### src/rtl/mips32_pkg.sv
// rtl/mips32_pkg.sv - MIPS32 opcodes, instruction classes and IR field positions
package mips32_pkg;

    localparam logic [5:0] OP_ADD   = 6'h00;
    localparam logic [5:0] OP_SUB   = 6'h01;
    localparam logic [5:0] OP_AND   = 6'h02;
    localparam logic [5:0] OP_OR    = 6'h03;
    localparam logic [5:0] OP_SLT   = 6'h04;
    localparam logic [5:0] OP_MUL   = 6'h05;
    localparam logic [5:0] OP_LW    = 6'h08;
    localparam logic [5:0] OP_SW    = 6'h09;
    localparam logic [5:0] OP_ADDI  = 6'h0A;
    localparam logic [5:0] OP_SUBI  = 6'h0B;
    localparam logic [5:0] OP_SLTI  = 6'h0C;
    localparam logic [5:0] OP_BNEQZ = 6'h0D;
    localparam logic [5:0] OP_BEQZ  = 6'h0E;
    localparam logic [5:0] OP_HLT   = 6'h3F;

    localparam int OP_MSB = 31;
    localparam int OP_LSB = 26;
    localparam int RD_MSB = 25;
    localparam int RD_LSB = 21;

    typedef enum logic [2:0] {
        CLS_RR,
        CLS_IMM,
        CLS_LOAD,
        CLS_STORE,
        CLS_BRANCH,
        CLS_HALT,
        CLS_ILLEGAL
    } instr_class_e;

    function automatic logic class_writes(input instr_class_e cls);
        return (cls == CLS_RR) || (cls == CLS_IMM) || (cls == CLS_LOAD);
    endfunction

endpackage

### src/rtl/wb_classify.sv
// rtl/wb_classify.sv - opcode to instruction class and register-write decision
module wb_classify
    import mips32_pkg::*;
(
    input  logic [5:0]   opcode,
    input  logic [4:0]   rd,
    output instr_class_e cls,
    output logic         needs_write
);

    always_comb begin
        cls = CLS_ILLEGAL;
        case (opcode)
            OP_ADD, OP_SUB, OP_AND, OP_OR, OP_SLT, OP_MUL: cls = CLS_RR;
            OP_ADDI, OP_SUBI, OP_SLTI:                     cls = CLS_IMM;
            OP_LW:                                         cls = CLS_LOAD;
            OP_SW:                                         cls = CLS_STORE;
            OP_BNEQZ, OP_BEQZ:                             cls = CLS_BRANCH;
            OP_HLT:                                        cls = CLS_HALT;
            default:                                       cls = CLS_ILLEGAL;
        endcase
    end

    // r0 is hardwired to zero, so writes to it are dropped here
    assign needs_write = class_writes(cls) && (rd != 5'd0);

endmodule

### src/rtl/writeback_stage.sv
// rtl/writeback_stage.sv - MIPS32 write-back stage driving the register-file write port
module writeback_stage
    import mips32_pkg::*;
#(
    parameter int XLEN  = 32,
    parameter int CNT_W = 32
) (
    input  logic             clk,
    input  logic             rst_n,
    input  logic             in_valid,
    output logic             in_ready,
    input  logic [XLEN-1:0]  ir_mem,
    input  logic [XLEN-1:0]  alu_out_mem,
    input  logic [XLEN-1:0]  lmd_mem,
    input  logic             wb_ready,
    output logic             wb_en,
    output logic [4:0]       wb_addr,
    output logic [XLEN-1:0]  wb_data,
    output logic             halted,
    output logic             illegal,
    output logic [CNT_W-1:0] retire_count
);

    instr_class_e in_cls;
    logic         in_needs_write;

    wb_classify u_classify (
        .opcode      (ir_mem[OP_MSB:OP_LSB]),
        .rd          (ir_mem[RD_MSB:RD_LSB]),
        .cls         (in_cls),
        .needs_write (in_needs_write)
    );

    // Only opcode and rd matter once the result is latched
    logic unused_ir_bits;
    assign unused_ir_bits = ^ir_mem[RD_LSB-1:0];

    logic            occupied;
    logic            needs_write_q;
    instr_class_e    cls_q;
    logic [4:0]      addr_q;
    logic [XLEN-1:0] data_q;

    logic retiring;
    logic halt_pending;
    logic capture;

    assign retiring     = occupied && (!needs_write_q || wb_ready);
    assign halt_pending = occupied && (cls_q == CLS_HALT);
    assign in_ready     = !halted && !halt_pending && (!occupied || retiring);
    assign capture      = in_valid && in_ready;

    always_ff @(posedge clk or negedge rst_n) begin
        if (!rst_n) begin
            occupied      <= 1'b0;
            needs_write_q <= 1'b0;
            cls_q         <= CLS_RR;
            addr_q        <= '0;
            data_q        <= '0;
        end else begin
            if (capture) begin
                occupied      <= 1'b1;
                needs_write_q <= in_needs_write;
                cls_q         <= in_cls;
                addr_q        <= ir_mem[RD_MSB:RD_LSB];
                data_q        <= (in_cls == CLS_LOAD) ? lmd_mem : alu_out_mem;
            end else if (retiring) begin
                occupied <= 1'b0;
            end
        end
    end

    always_ff @(posedge clk or negedge rst_n) begin
        if (!rst_n) begin
            halted       <= 1'b0;
            illegal      <= 1'b0;
            retire_count <= '0;
        end else if (retiring) begin
            retire_count <= retire_count + 1'b1;
            if (cls_q == CLS_HALT) begin
                halted <= 1'b1;
            end
            if (cls_q == CLS_ILLEGAL) begin
                illegal <= 1'b1;
            end
        end
    end

    assign wb_en   = occupied && needs_write_q;
    assign wb_addr = addr_q;
    assign wb_data = data_q;

endmodule

### config.mk
export PLATFORM = sky130hd
export DESIGN_NAME = writeback_stage
export DESIGN_NICKNAME = d
export VERILOG_FILES = /design/src/rtl/mips32_pkg.sv /design/src/rtl/wb_classify.sv /design/src/rtl/writeback_stage.sv
export SDC_FILE = /design/constraint.sdc
export NUM_CORES = 1
export LEC_CHECK = 0
export BUFFER_PORTS_ARGS = -buffer_cell sky130_fd_sc_hd__clkbuf_2
export CORE_ASPECT_RATIO = 2
export CORE_MARGIN = 2
export CORE_UTILIZATION = 40
export CTS_CLUSTER_SIZE = 8
export DETAILED_ROUTE_END_ITERATION = 7
export GPL_TIMING_DRIVEN = 0
export PLACE_DENSITY = 0.65
export SLEW_MARGIN = 10
export SYNTH_ARGS = -nofsm -noshare
export SYNTH_HDL_FRONTEND = slang
export SYNTH_HIERARCHICAL = 1
export SYNTH_SLANG_ARGS = --single-unit
### constraint.sdc
create_clock -name clk -period 2.2 [get_ports clk]
set_input_delay 0.66 -clock clk [delete_from_list [all_inputs] [get_ports clk]]
set_output_delay 0.66 -clock clk [all_outputs]
set_load 0.05 [all_outputs]
* Word-level counts from Yosys, hierarchy flattened
Memories as Yosys holds them, arrays and structs flattened. Cells that the tools add are included.
Storage, ports and cells: register bits 76, bits in read-only memories 192, bits of input ports 100, output and inout bits 73, word-level logic and storage cells 37, memories kept 1
Operators by class: add/subtract/negate cells 1, eq/ne operators 4, muxes and demuxes 3, reduce and logical (&&, ||, !) cells 20
Memories:
- (no name shown) | words 64, bits a word 3, rd ports 1, clocked after Yosys merged registers in 0, wr ports 0, line wb_classify.sv:13 | case (opcode)
Operator list (count):
- 32-bit by 1-bit adder with 32-bit output (second input constant) | 1
- 32-bit 2-to-1 mux | 1
- 1-bit logical AND | 7
- 3-bit == test (second input constant) | 2
- 5-bit nonzero test | 1
- 1-bit logical NOT | 4
- 1-bit logical OR | 4
- 2-bit AND reduction | 2
- 3-bit by 1-bit == test with 1-bit output (second input constant) | 1
- 3-bit by 2-bit == test with 1-bit output (second input constant) | 1
- 3-bit logical NOT | 1
- 1-bit 2-to-1 mux | 2
- 2-bit nonzero test | 1

* Depth between registers and ports, before layout
depth in word-level cells 7, depth in mapped cells 7

* By module
The synthesis kept the hierarchy.
By module, submodules not included:
- writeback_stage | instances 1, cells an instance 276, area each 3836.2 um2, sequential area each 1901.8 um2
- wb_classify | instances 1, cells an instance 20, area each 110.1 um2, sequential area each 0.0 um2

* Least setup slack after synthesis
No wires, ideal clock.
path type input to register, start point input ir_mem[29], end point register data_q[10] (netlist: wb_data[10]), library setup time 125 ps, arrival 2215 ps, required time 2075 ps, path slack -140 ps, stages 7, cells stage by stage inv_1 > o21ai_0 > a311oi_1 > nor3b_2 > buf_2 > mux2_2 > mux2_4
On the way: cells in the longest elaborated chain, start to end 3
RTL lines:
- from (decl) | line writeback_stage.sv:12 | input logic [XLEN-1:0] ir_mem,
- memory 64 x 3 bit
- named net in_cls[1] | line writeback_stage.sv:24 | instr_class_e in_cls;
- 3-bit by 2-bit == test with 1-bit output | line writeback_stage.sv:66 | data_q <= (in_cls == CLS_LOAD) ? lmd_mem : alu_out_mem;
- 32-bit 2-to-1 mux | line writeback_stage.sv:66
- to (signal assigned) | line writeback_stage.sv:66
- to (decl) | line writeback_stage.sv:42 | logic [XLEN-1:0] data_q;
The timed path passes the listed nets, and every way through them passes these cells. A chain may end at the register's enable or synchronous reset.

* Worst setup path in the final report
start point input ir_mem[31], end point register data_q[4] (netlist: wb_data[4])
Same word-level chain as after synthesis.

==> out/metrics.yaml <==
run_status:
  status: "complete, but fails checks"
  violations: "setup timing"
critical_path:
  crit_required_ps: 2410
  endpoint_kind: "flip-flop"
  crit_path_start_kind: "input port"
  crit_type: "input port to flip-flop"
  reg2reg_depth: 6
  critPathMaxFanout: 7
  reg2reg_slack_ps: 450
  crit_slowest_cell: "or3_4"
  slowest_delay_ps: 410
  crit_chain: "buf_8 -> or3_4 -> a21oi_4 -> a311oi_2 -> nor3b_4 -> buf_8 -> clkbuf_16 -> mux2_4 -> mux2_4"
  r2r_end: "wb_data[6]$_DFFE_PN0P_"
  cp.arrival_ps: 2440
  r2r-start: "needs_write_q$_DFFE_PN0P_"
routing:
  dr.pass1.iters: 4
  drcViolationCount: 0
  drt-total-wl_um: 10000
  vias: 3009
  antenna_left: 0
  viasPerCell: 4.97
  drt_iter0_markers: 99
  wl_per_cell_um: 16.6
clock_tree:
  cts_buffers: 9
  cts-root-buf: "clkbuf_16"
  clk-insertion-delay-late_ps: 330
  h-tree-depth: 3
  clockBufferDepth: 2
  cts.clk_slew.worst_paths_ps: 60
  hold_buffers: 0
  clock-sinks: 76
  cts_tree: "built"
timing:
  setup_slack_ps: -32.5
  grt_setup_unrepaired: "yes"
  setup_viol: 24
  report.final.slew_viol_count: 0
  slew_headroom: 0.608
  period_needed_ps: 2230
  period_share: 1.01
  finalHoldViolCount: 0
  worstMarginPinSlew_ps: 584
  tns_ps: -357
  max_freq_mhz: 448
  whs_ps: 339
  skew_ps: 7.34
die:
  die_area_um2: 10700
  die_h_um: 144
  die_w_um: 74.2
  pin_count: 173
  initial_core_util: 0.407
  core_um2: 9700
  rows: 51
power:
  p_leak_nw: 2.79
  p_per_area_nw_per_um2: 1150
  finalPower_mw: 6.39
  ir_worst_vdd_v: 0.000689
yosys:
  synth_compound_area_frac: 0.0231
  syn_area_um2: 3950
  synth_top_area_frac: 0.482
  synth_nets: 397
  seq_area_frac_synth: 0.482
  synth-main-ff-cell: "dfrtp_1"
  synthAdderAreaFrac: 0.00317
  synth_top_family_by_area: "multiplexers"
  ys_ff_latch: 76
  async_flop_share: 1.00
  yosys.area_share.simple: 0.145
  synthMuxAreaShare: 0.248
  yosysTopAreaCell: "dfrtp_1"
  avgSynthCellArea_um2: 13.3
  synth_edf_count: 0
  yosys_warnings: 6
  yosys.cell_count.top_type: "dfrtp_1"
  ys_types: 40
  synth_common_cells: "dfrtp_1 (76), mux2_4 (39), mux2_2 (33), nand2_1 (17), xor2_1 (17)"
  synth_area_leaders: "dfrtp_1 (48%), mux2_4 (15%), mux2_2 (9.4%)"
  netlist_instances: 296
  synthXorXnorAreaFrac: 0.0688
job:
  max_cap_viol_count: 0
final_layout:
  n_fill_cell: 818
  post-route-util: 0.575
  area_growth_pct: 41.4
  postLayoutCellArea_um2: 5580
  fin_cells: 605
  fin_nets: 569
  drive_gt1_frac: 0.617
  n_antenna_cell: 0
global_route:
  grt_pass1_vias: 3117
  gr-total-overflow: 0
  grt_antenna_before_repair: 0
  grt_start_max_net_pins: 40
  grt_usage: 0.183
  grt_pass1_wl_um: 14900
placed_design:
  numPortBuffers: 151
  place_area_um2: 4940
  hpwl_um: 7250
  place.gp.congestion: 0.825
  dp_slack_ps: -548
  dp_cells: 580
worst_hold_path:
  min_path_type: "input port to asynchronous set/reset pin"
-- cell families after synthesis --
logic type,count (synthesis)
and+or+nand+nor,81
DFF,76
muxes,74
xor gates and xnor gates,31
buffers and inverters,19
AOI/OAI and AO/OA,14
adders and majority gates,1
-- placed cells by master (no fill, tap or decap), types with 4 or more instances in the layout --
master,netlist,routed
and2_1,5,5
and3_1,4,4
and4_1,4,4
buf_2,6,4
buf_4,0,5
buf_6,5,7
buf_8,0,4
clkbuf_16,0,11
clkbuf_2,0,144
dfrtp_1,76,76
inv_1,7,6
mux2_2,33,4
mux2_4,39,70
nand2_1,17,16
nand3_1,8,8
nand4_1,9,9
nor2_1,5,4
nor3_1,4,4
nor4_2,13,13
xnor2_1,14,14
xor2_1,17,17
-- registers in the layout, summed over array words and instances (netlist names) --
| name | cells |
|---|---|
| wb_data | 32 |
| wb_addr | 5 |
| illegal | 1 |
| cls_q | 3 |
| halted | 1 |
| retire_count | 32 |
| needs_write_q | 1 |
| occupied | 1 |
-- power breakdown --
group / switching, mW / leakage, nW / internal, mW
clock: 0.557 / 0.149 / 0.936
sequential: 0.284 / 0.911 / 1.77
combinational: 1.87 / 1.73 / 0.980
-- worst max-delay path by stage --
stage	from	slack [ps]	end
after floorplan	ir_mem[26]	-100	wb_data[10]$_DFFE_PN0P_
after global placement	ir_mem[27]	-530	wb_data[6]$_DFFE_PN0P_
after detailed placement	ir_mem[27]	-550	wb_data[6]$_DFFE_PN0P_
after CTS	ir_mem[29]	-5	wb_data[6]$_DFFE_PN0P_
after global routing	ir_mem[31]	-70	wb_data[21]$_DFFE_PN0P_
final	ir_mem[31]	-30	wb_data[4]$_DFFE_PN0P_
-- area by class of cell --
| class | count | area, um2 | area share |
|---|---|---|---|
| Clock inverter | 4 | 47.5 | 0.00852 |
| Sequential cell | 76 | 1900 | 0.341 |
| Multi-Input combinational cell | 201 | 2100 | 0.377 |
| Inverter | 8 | 30.0 | 0.00538 |
| Clock buffer | 12 | 256 | 0.0460 |
| Timing Repair Buffer | 161 | 950 | 0.170 |
| Tap cell | 132 | 165 | 0.0296 |
| Buffer | 11 | 126 | 0.0226 |
-- worst max-delay path: cells and delay by family --
family / cells / cell delay [ps]
multiplexers: 2 / 550
AND/OR/NAND/NOR: 2 / 590
AO/OA/AOI/OAI: 2 / 190
buffers and inverters: 3 / 440
-- repair_timing --
action                     in CTS  in global routing
setup endpoints to repair      30                 33
pin swaps                       2                  4
setup buffers                   3                  3
resized for setup              15                 48
gates cloned                    1                  2
-- metal layers --
layer | wire [um] | GRT usage | share of wire
met1 | 3660 | 0.192 | 0.36
met2 | 5690 | 0.344 | 0.57
met3 | 399 | 0.0272 | 0.040
met4 | 276 | 0.0893 | 0.028
met5 | 0 | 0 | 0
Note: power is estimated with default switching activity, not from simulation.
